## src/rtl/imem_program_loader_if.sv

```systemverilog
// Command stream plus instruction-memory write bus for the program loader.
// The master side issues commands and consumes memory writes; the slave side
// is the loader itself.
interface imem_program_loader_if #(
  parameter int AW = 10
);
  logic          cmd_valid;
  logic          cmd_ready;
  logic [2:0]    cmd_kind;
  logic [4:0]    cmd_rs;
  logic [4:0]    cmd_rt;
  logic [4:0]    cmd_rd;
  logic [15:0]   cmd_imm;
  logic [25:0]   cmd_target;
  logic          cmd_last;
  logic          imem_we;
  logic [AW-1:0] imem_addr;
  logic [31:0]   imem_wdata;

  modport master (
    output cmd_valid, cmd_kind, cmd_rs, cmd_rt, cmd_rd, cmd_imm, cmd_target, cmd_last,
    input  cmd_ready, imem_we, imem_addr, imem_wdata
  );

  modport slave (
    input  cmd_valid, cmd_kind, cmd_rs, cmd_rt, cmd_rd, cmd_imm, cmd_target, cmd_last,
    output cmd_ready, imem_we, imem_addr, imem_wdata
  );
endinterface

```

## src/rtl/imem_program_loader.sv

```systemverilog
// imem_program_loader: packs symbolic commands into MIPS instruction words,
// writes them sequentially into instruction memory and holds the CPU stalled
// until a complete program has been loaded.
module imem_program_loader #(
  parameter int          AW        = 10,
  parameter int unsigned BASE_ADDR = 0
) (
  input  logic                 clk,
  input  logic                 rst_n,
  input  logic                 start,
  imem_program_loader_if.slave bus,
  output logic                 cpu_hold,
  output logic                 done,
  output logic                 err_ovf,
  output logic [AW:0]          count
);
  // Opcode / funct values shared with the pipeline decoder.
  localparam logic [5:0] OP_RTYPE = 6'b000000;
  localparam logic [5:0] OP_ORI   = 6'b001101;
  localparam logic [5:0] OP_LW    = 6'b100011;
  localparam logic [5:0] OP_SW    = 6'b101011;
  localparam logic [5:0] OP_BEQ   = 6'b000100;
  localparam logic [5:0] OP_JAL   = 6'b000011;
  localparam logic [5:0] FN_ADD   = 6'b100000;
  localparam logic [5:0] FN_SUB   = 6'b100010;

  localparam logic [2:0] K_ADD = 3'd0;
  localparam logic [2:0] K_SUB = 3'd1;
  localparam logic [2:0] K_ORI = 3'd2;
  localparam logic [2:0] K_LW  = 3'd3;
  localparam logic [2:0] K_SW  = 3'd4;
  localparam logic [2:0] K_BEQ = 3'd5;
  localparam logic [2:0] K_JAL = 3'd6;

  localparam logic [AW-1:0] BASE = AW'(BASE_ADDR);

  typedef enum logic [2:0] {S_IDLE, S_LOAD, S_DRAIN, S_DONE, S_ERR} state_t;

  typedef struct packed {
    logic [2:0]  kind;
    logic [4:0]  rs;
    logic [4:0]  rt;
    logic [4:0]  rd;
    logic [15:0] imm;
    logic [25:0] target;
    logic        last;
  } cmd_t;

  state_t        state, state_n;
  cmd_t          cmd;
  logic          rdy, hs, at_top, load_go;
  logic [AW-1:0] ptr;
  logic [AW:0]   count_q;
  logic          we_q, ovf_q, loaded;
  logic [AW-1:0] addr_q;
  logic [31:0]   wdata_q;

  // Field selection per kind; unused fields of a kind are simply dropped.
  function automatic logic [31:0] encode(input cmd_t c);
    case (c.kind)
      K_ADD:   return {OP_RTYPE, c.rs, c.rt, c.rd, 5'd0, FN_ADD};
      K_SUB:   return {OP_RTYPE, c.rs, c.rt, c.rd, 5'd0, FN_SUB};
      K_ORI:   return {OP_ORI, c.rs, c.rt, c.imm};
      K_LW:    return {OP_LW,  c.rs, c.rt, c.imm};
      K_SW:    return {OP_SW,  c.rs, c.rt, c.imm};
      K_BEQ:   return {OP_BEQ, c.rs, c.rt, c.imm};
      K_JAL:   return {OP_JAL, c.target};
      default: return 32'h0000_0000;  // nop
    endcase
  endfunction

  assign cmd = {bus.cmd_kind, bus.cmd_rs, bus.cmd_rt, bus.cmd_rd,
                bus.cmd_imm, bus.cmd_target, bus.cmd_last};

  // Ready depends on state only, so there is no valid->ready path.
  assign rdy     = (state == S_LOAD);
  assign hs      = bus.cmd_valid & rdy;
  assign at_top  = (ptr == {AW{1'b1}});
  assign load_go = start & ((state == S_IDLE) | (state == S_ERR));

  // State register.
  always_ff @(posedge clk) begin
    if (!rst_n) state <= S_IDLE;
    else        state <= state_n;
  end

  // Next-state logic.
  always_comb begin
    state_n = state;
    case (state)
      S_IDLE:  if (start) state_n = S_LOAD;
      S_LOAD: begin
        if (hs) begin
          if (cmd.last)    state_n = S_DRAIN;
          else if (at_top) state_n = S_ERR;
        end
      end
      S_DRAIN: state_n = S_DONE;
      S_DONE:  state_n = S_IDLE;
      S_ERR:   if (start) state_n = S_LOAD;
      default: state_n = S_IDLE;
    endcase
  end

  // Write pointer, word count, registered write port and status flags.
  always_ff @(posedge clk) begin
    if (!rst_n) begin
      ptr     <= BASE;
      count_q <= '0;
      we_q    <= 1'b0;
      addr_q  <= '0;
      wdata_q <= '0;
      ovf_q   <= 1'b0;
      loaded  <= 1'b0;
    end else begin
      we_q <= hs;
      if (load_go) begin
        ptr     <= BASE;
        count_q <= '0;
        ovf_q   <= 1'b0;
        loaded  <= 1'b0;
      end else if (hs) begin
        addr_q  <= ptr;
        wdata_q <= encode(cmd);
        // On the final command at the top address the pointer wraps harmlessly.
        ptr     <= ptr + AW'(1);
        count_q <= count_q + (AW+1)'(1);
        if (!cmd.last && at_top) ovf_q <= 1'b1;
      end
      if (state == S_DONE) loaded <= 1'b1;
    end
  end

  assign bus.cmd_ready  = rdy;
  assign bus.imem_we    = we_q;
  assign bus.imem_addr  = addr_q;
  assign bus.imem_wdata = wdata_q;
  assign done           = (state == S_DONE);
  assign cpu_hold       = !((state == S_IDLE) && loaded);
  assign err_ovf        = ovf_q;
  assign count          = count_q;
endmodule

```

## src/flat_wrapper.sv

```systemverilog
// flat-port wrapper written by rule: the top's interface ports become plain ports
module imem_program_loader_flat 
#(
  parameter int          AW        = 10,
  parameter int unsigned BASE_ADDR = 0
)
  (clk, rst_n, start, cpu_hold, done, err_ovf, count, bus_cmd_valid, bus_cmd_kind, bus_cmd_rs, bus_cmd_rt, bus_cmd_rd, bus_cmd_imm, bus_cmd_target, bus_cmd_last, bus_cmd_ready, bus_imem_we, bus_imem_addr, bus_imem_wdata);
  imem_program_loader_if #(.AW(AW)) bus_i ();
  input  logic clk;
  input  logic rst_n;
  input  logic start;
  output logic cpu_hold;
  output logic done;
  output logic err_ovf;
  output logic [AW:0] count;
  input wire logic [$bits(bus_i.cmd_valid)-1:0] bus_cmd_valid;
  input wire logic [$bits(bus_i.cmd_kind)-1:0] bus_cmd_kind;
  input wire logic [$bits(bus_i.cmd_rs)-1:0] bus_cmd_rs;
  input wire logic [$bits(bus_i.cmd_rt)-1:0] bus_cmd_rt;
  input wire logic [$bits(bus_i.cmd_rd)-1:0] bus_cmd_rd;
  input wire logic [$bits(bus_i.cmd_imm)-1:0] bus_cmd_imm;
  input wire logic [$bits(bus_i.cmd_target)-1:0] bus_cmd_target;
  input wire logic [$bits(bus_i.cmd_last)-1:0] bus_cmd_last;
  output wire logic [$bits(bus_i.cmd_ready)-1:0] bus_cmd_ready;
  output wire logic [$bits(bus_i.imem_we)-1:0] bus_imem_we;
  output wire logic [$bits(bus_i.imem_addr)-1:0] bus_imem_addr;
  output wire logic [$bits(bus_i.imem_wdata)-1:0] bus_imem_wdata;
  assign bus_i.cmd_valid = bus_cmd_valid;
  assign bus_i.cmd_kind = bus_cmd_kind;
  assign bus_i.cmd_rs = bus_cmd_rs;
  assign bus_i.cmd_rt = bus_cmd_rt;
  assign bus_i.cmd_rd = bus_cmd_rd;
  assign bus_i.cmd_imm = bus_cmd_imm;
  assign bus_i.cmd_target = bus_cmd_target;
  assign bus_i.cmd_last = bus_cmd_last;
  assign bus_cmd_ready = bus_i.cmd_ready;
  assign bus_imem_we = bus_i.imem_we;
  assign bus_imem_addr = bus_i.imem_addr;
  assign bus_imem_wdata = bus_i.imem_wdata;
  imem_program_loader #(.AW(AW), .BASE_ADDR(BASE_ADDR)) u_core (.clk(clk), .rst_n(rst_n), .start(start), .bus(bus_i), .cpu_hold(cpu_hold), .done(done), .err_ovf(err_ovf), .count(count));
endmodule
```

## config.mk

```make
export PLATFORM = sky130hd
export DESIGN_NAME = imem_program_loader_flat
export DESIGN_NICKNAME = d
export VERILOG_FILES = /design/src/rtl/imem_program_loader_if.sv /design/src/rtl/imem_program_loader.sv /design/src/flat_wrapper.sv
export SDC_FILE = /design/constraint.sdc
export NUM_CORES = 1
export LEC_CHECK = 0
export ABC_AREA = 1
export BUFFER_PORTS_ARGS = -buffer_cell sky130_fd_sc_hd__buf_2
export CAP_MARGIN = 20
export CORE_MARGIN = 4
export CORE_UTILIZATION = 57
export CTS_BUF_LIST = sky130_fd_sc_hd__clkbuf_2
export DETAILED_ROUTE_END_ITERATION = 7
export GPL_TIMING_DRIVEN = 0
export PLACE_DENSITY = 0.88
export SYNTH_ARGS = -nofsm -noshare
export SYNTH_HDL_FRONTEND = slang
export SYNTH_SLANG_ARGS = --single-unit
```

## constraint.sdc

```tcl
create_clock -name clk -period 2.6 [get_ports clk]
set_clock_uncertainty 0.1 [all_clocks]
set_input_delay 0.52 -clock clk [delete_from_list [all_inputs] [get_ports clk]]
set_output_delay 0.52 -clock clk [all_outputs]
set_load 0.1 [all_outputs]
```

==> impl_metrics.ini, run 1 <==
[synthesis]
syn_nets = 681
synthTopCellsByArea = dfxtp_1, nand2_1, nand4_1
synth.top_cell.area_share = 0.355
synth_seq_cells = 68
yosysSeqAreaShare = 0.355
synthTopCellsByCount = nand2_1, dfxtp_1, nor2_1
synth-edff-count = 0
yosys_warnings = 0
synth_most_common_cell = nand2_1
synth.distinct_cells = 29
synthFlopType = dfxtp_1
async_flop_share = 0
synth_area_per_cell_sq_um = 6.24
syn_inst = 614
synth_area_leader_cell = dfxtp_1
synth_area_sq_um = 3830

[setup_path]
crit_type = flip-flop to output pin
cp_max_fo = 4
critPathRequiredTime_ps = 1980
worst_setup_path_end_kind = output pin
start_kind = flip-flop
crit_arrival_ps = 1660
reg2reg_slack_ps = 830

[place]
place_congestion = 0.905
portBuffers = 120
detailedPlace.worstSlack_ps = 649
dp.cells = 811
dp_hpwl_um = 9070

[sta]
clock.fmax_mhz = 439
rsz0062_at_grt = false
fin_ws_ps = 324
finalHoldViolCount = 0
maxSlewViolCount = 0
slew_headroom = 0.650
tightest_slew_ps = 525
setup_viol = 0
fin_tns_setup_ps = 0
min_period_ps = 2280
post-route-period-util = 0.876

[drt]
drt-total-wl_um = 12000
ant_nets = 0
drt_iter0_drc = 225
vias_per_cell = 5.57
drcViolationCount = 0
vias = 4601
firstDrtPassIters = 5
wire_per_inst_um = 14.5

[pwr]
power_density_nw_per_um2 = 521
power.net_switching_uw = 959
switching_share = 0.396
vdd_drop_max_mv = 0.355
p_comb_frac = 0.290
p_seq_frac = 0.460
internal-power_mw = 1.46
power_leakage_nw = 2.31
pwr-share-clk = 0.250

[floorplanning]
core_area_sq_um = 6420
die_h_um = 90.0
rows = 29
start_util = 0.597
die_w_um = 90.0
die_area_sq_um = 8100
io_pins = 123

[clock_network]
numCtsBuffers = 9
cts_hold_buf = 0
insertion_delay_ps = 500
clk_path_buf_depth = 2
htree_levels = 3
cts_tree = built
cts_sinks = 68
postCtsResizedCells = 0
cts_root_buf = clkbuf_2
clk_pin_slew_ps = 200
post_cts_buffers = 0

[layout]
instances_no_fill = 826
nets = 812
fillers = 554
syn_to_final_growth_pct = 21.0
drive_gt1_frac = 0.242
n_antenna_cell = 0

[grt]
grtUsageTotal = 0.293
grt_pass1_wl_um = 19800
grt_max_degree = 12
first_global_vias = 4318
antenna_found_initial = 0
overflow = 0

[worst_hold_path]
hold_path_class = input pin to flip-flop

[run_status]
outcome = finished clean

[job]
cap_violations = 0
[state kept, by name, indices dropped and copies added, names as in the netlist]
| signal | flops |
|---|---|
| u_core.bus.imem_wdata | 31 |
| u_core.count | 11 |
| u_core.bus.imem_addr | 10 |
| u_core.ptr | 10 |
| u_core.state | 3 |
| u_core.bus.imem_we | 1 |
| u_core.err_ovf | 1 |
| u_core.loaded | 1 |
[logic make-up (layout without fill, tap and decap cells)]
kind of cell,Yosys count,after routing,share of synthesized area
adder cells (fa/ha/maj),2,2,0.00653
AND/OR/NAND/NOR,380,380,0.427
buffers and inverters,75,210,0.0868
XOR/XNOR,4,4,0.00914
AO/OA/AOI/OAI,84,84,0.115
flip-flops,68,68,0.355
other,1,1,0.000978
[worst max-delay path: stages, from the launching register on]
cell and delay (ps):
dfxtp_1 420, inv_2 80, nor2_4 100, nand2_1 70, inv_1 60, buf_2 420
[cell type report]
| cell class | instances | area, sq um | area share |
|---|---|---|---|
| plain buffers | 38 | 194 | 0.0418 |
| clock buffers | 10 | 50.0 | 0.0108 |
| clock inverters | 5 | 53.8 | 0.0116 |
| inverters | 37 | 139 | 0.0299 |
| multi-input cells | 471 | 2140 | 0.462 |
| flip-flops and latches | 68 | 1360 | 0.293 |
| well taps | 77 | 96.3 | 0.0208 |
| repair buffers | 120 | 601 | 0.129 |
[placed cells by master, fill, tap and decap left out, types with 4 or more instances in the layout]
master / count
clkbuf_1: 6
inv_1: 32
nand4_1: 50
o21ai_0: 23
nand2_1: 221
buf_4: 5
clkbuf_2: 10
buf_2: 146
inv_2: 4
a21oi_1: 52
nor3_1: 7
nor2_1: 65
nand3_1: 26
a31oi_1: 4
dfxtp_1: 68
[per-stage QoR]
step	total power, mW	hold WS [ps]	util	instance area, sq um
2_1_floorplan	1.65	328	-	3840
3_3_place_gp	1.82	343	0.706	4540
3_5_place_dp	1.83	353	0.706	4540
4_1_cts	2.41	197	0.722	4640
5_1_grt	2.51	173	0.722	4640
6_report	2.42	213	0.722	4640
[path summary, 6_finish.rpt]
check,start,endpoint,cells after the start
worst max-delay path,u_core.state[0],done,5
worst min-delay path,rst_n,u_core.bus.imem_wdata[26],3
worst max register to register,u_core.state[1],u_core.ptr[4],6
worst min register to register,u_core.bus.imem_wdata[0],u_core.bus.imem_wdata[0],2
[routing by layer]
layer / track usage / part of all wire / routed length [um] / up-vias
met5: 0 / 0 / 0 / -
met4: 0.114 / 0.021 / 254 / 0
met3: 0.0676 / 0.080 / 956 / 23
met2: 0.507 / 0.50 / 5970 / 200
met1: 0.350 / 0.40 / 4780 / 2100
li1: - / - / - / 2278
[power by group through the flow]
stage / clock network, mW / logic (mW) / registers, mW
floorplan: 0 / 0.267 / 1.38
global placement: 0 / 0.689 / 1.13
detailed placement: 0 / 0.697 / 1.13
CTS: 0.602 / 0.699 / 1.11
global route: 0.645 / 0.752 / 1.12
finish: 0.605 / 0.702 / 1.11
Note: power is estimated with default switching activity, not from simulation.
==> run 2: changes to the inputs <==
--- a/config.mk
+++ b/config.mk
@@ -8,7 +8,6 @@
 export ABC_AREA = 1
 export BUFFER_PORTS_ARGS = -buffer_cell sky130_fd_sc_hd__buf_2
 export CAP_MARGIN = 20
-export CORE_MARGIN = 4
 export CORE_UTILIZATION = 57
 export CTS_BUF_LIST = sky130_fd_sc_hd__clkbuf_2
 export DETAILED_ROUTE_END_ITERATION = 7
==> run 2 against run 1 <==
Net effect:
- the flow now finishes with violations (DRC)
- core utilization decreased by 0.51 points
- maximum frequency is 1.0% higher
- worst hold slack lost 11 ps
- final cell count shrank 0.12%
- design area fell by 0.70%
==> impl_metrics.ini, run 2 (synthesized netlist as in run 1, its figures left out) <==
[run_status]
outcome = finished, violations left
violations = DRC

[floorplanning]
core_area_sq_um = 6420
rows = 29
io_pins = 123
start_util = 0.597
die_h_um = 84.0
die_area_sq_um = 7060
die_w_um = 84.0

[grt]
grtUsageTotal = 0.331
grt_pass1_wl_um = 18900
overflow = 0
grt_busiest_layer = met2
met3_usage = 0.0593
grt_max_degree = 11
use_met1 = 0.401
first_global_vias = 4261
use_met2 = 0.561
antenna_found_initial = 0

[clock_network]
cts_tree = built
cts_sinks = 68
clk_path_buf_depth = 2
clk_pin_slew_ps = 170
cts_hold_buf = 0
numCtsBuffers = 9
postCtsResizedCells = 0
insertion_delay_ps = 500
htree_levels = 3
cts_root_buf = clkbuf_2
post_cts_buffers = 0

[sta]
maxSlewViolCount = 0
clock.fmax_mhz = 444
whs_ps = 202
min_period_ps = 2250
finalHoldViolCount = 0
rsz0062_at_grt = false
fin_tns_setup_ps = 0
post-route-period-util = 0.867
fin_ws_ps = 346
slew_headroom = 0.645
setup_viol = 0
tightest_slew_ps = 533

[drt]
drcViolationCount = 11
wire_per_inst_um = 13.7
drt_iter0_drc = 219
vias_per_cell = 5.63
firstDrtPassIters = 7
ant_nets = 0
drt-total-wl_um = 11300
vias = 4648

[layout]
final_common_cell = nand2_1
layout_common_cells = nand2_1, buf_2, dfxtp_1
seq_area_sq_um = 1360
nets = 812
instances_no_fill = 825
syn_to_final_growth_pct = 20.2
multiInputGateArea_sq_um = 2140
largest_register_ffs = 31
fillers = 578
drive_gt1_frac = 0.239
n_antenna_cell = 0

[pwr]
p_comb_frac = 0.307
finalPower_mw = 2.29
vdd_drop_max_mv = 0.308
p_seq_frac = 0.484
pwr-share-clk = 0.208
power_density_nw_per_um2 = 497
power_leakage_nw = 2.29
power.net_switching_uw = 929
switching_share = 0.406
internal-power_mw = 1.36

[place]
dp.cells = 811
dp_hpwl_um = 8550
place_congestion = 0.910
portBuffers = 120
detailedPlace.worstSlack_ps = 650

[setup_path]
critPathRequiredTime_ps = 1980
worst_setup_path_end_kind = output pin
start_kind = flip-flop
cp_max_fo = 4
rr_endpoint = u_core.ptr[4]
crit_type = flip-flop to output pin
r2r_cells = 6
reg2reg_slack_ps = 820
reg2reg_from = u_core.state[1]
crit_arrival_ps = 1630

[worst_hold_path]
hold_depth = 3
min_from = rst_n
hold_path_class = input pin to flip-flop
min_to = u_core.bus.imem_addr[2]

[job]
cap_violations = 0
-- run 2: cell types whose count changed in the layout (fill, tap and decap cells not counted) --
cell,change
clkinv_2,-2
clkinv_1,+1
clkinvlp_4,+1
bufinv_16,-1
clkbuf_2,+1
clkinv_4,-1
-- run 2: how the worst max path moves through the flow --
| stage | from | to | depth (start not counted) |
|---|---|---|---|
| final | u_core.state[0] | done | 5 |
| after floorplan | u_core.state[2] | bus_cmd_ready | 1 |
| after detailed placement | bus_cmd_kind[0] | u_core.bus.imem_wdata[19] | 9 |
| after global routing | u_core.state[0] | done | 5 |
| after CTS | u_core.state[0] | done | 5 |
| after global placement | bus_cmd_kind[0] | u_core.bus.imem_wdata[19] | 9 |
-- run 2: final cells by class --
type                    instances  area share
repair buffers                120       0.130
clock inverters                 3     0.00353
multi-input cells             471       0.466
flip-flops and latches         68       0.295
plain buffers                  38      0.0421
clock buffers                  11      0.0120
inverters                      37      0.0301
well taps                      77      0.0209
-- run 2: per-layer routing --
layer / up-vias / wire [um]
li1: 2273 / -
met1: 2125 / 4620
met2: 212 / 5460
met3: 38 / 821
met4: 0 / 413
met5: - / 0
-- run 2: critical path, stage by stage, from the launching register on --
cell	delay, ps
dfxtp_1	410
inv_2	80
nor2_4	110
nand2_1	70
inv_1	50
buf_2	410
-- run 2: through the flow --
| step | cell area [sq um] | utilization |
|---|---|---|
| 4_1_cts | 4610 | 0.717 |
| 3_3_place_gp | 4540 | 0.706 |
| 3_5_place_dp | 4540 | 0.706 |
| 5_1_grt | 4610 | 0.717 |
| 6_report | 4610 | 0.717 |
| 2_1_floorplan | 3840 | - |
-- run 2: power groups by stage --
stage	combinational (mW)	sequential, mW	clock (mW)
detailed placement	0.697	1.13	0
global placement	0.684	1.13	0
floorplan	0.267	1.38	0
finish	0.703	1.11	0.477
CTS	0.698	1.11	0.484
global route	0.749	1.11	0.521
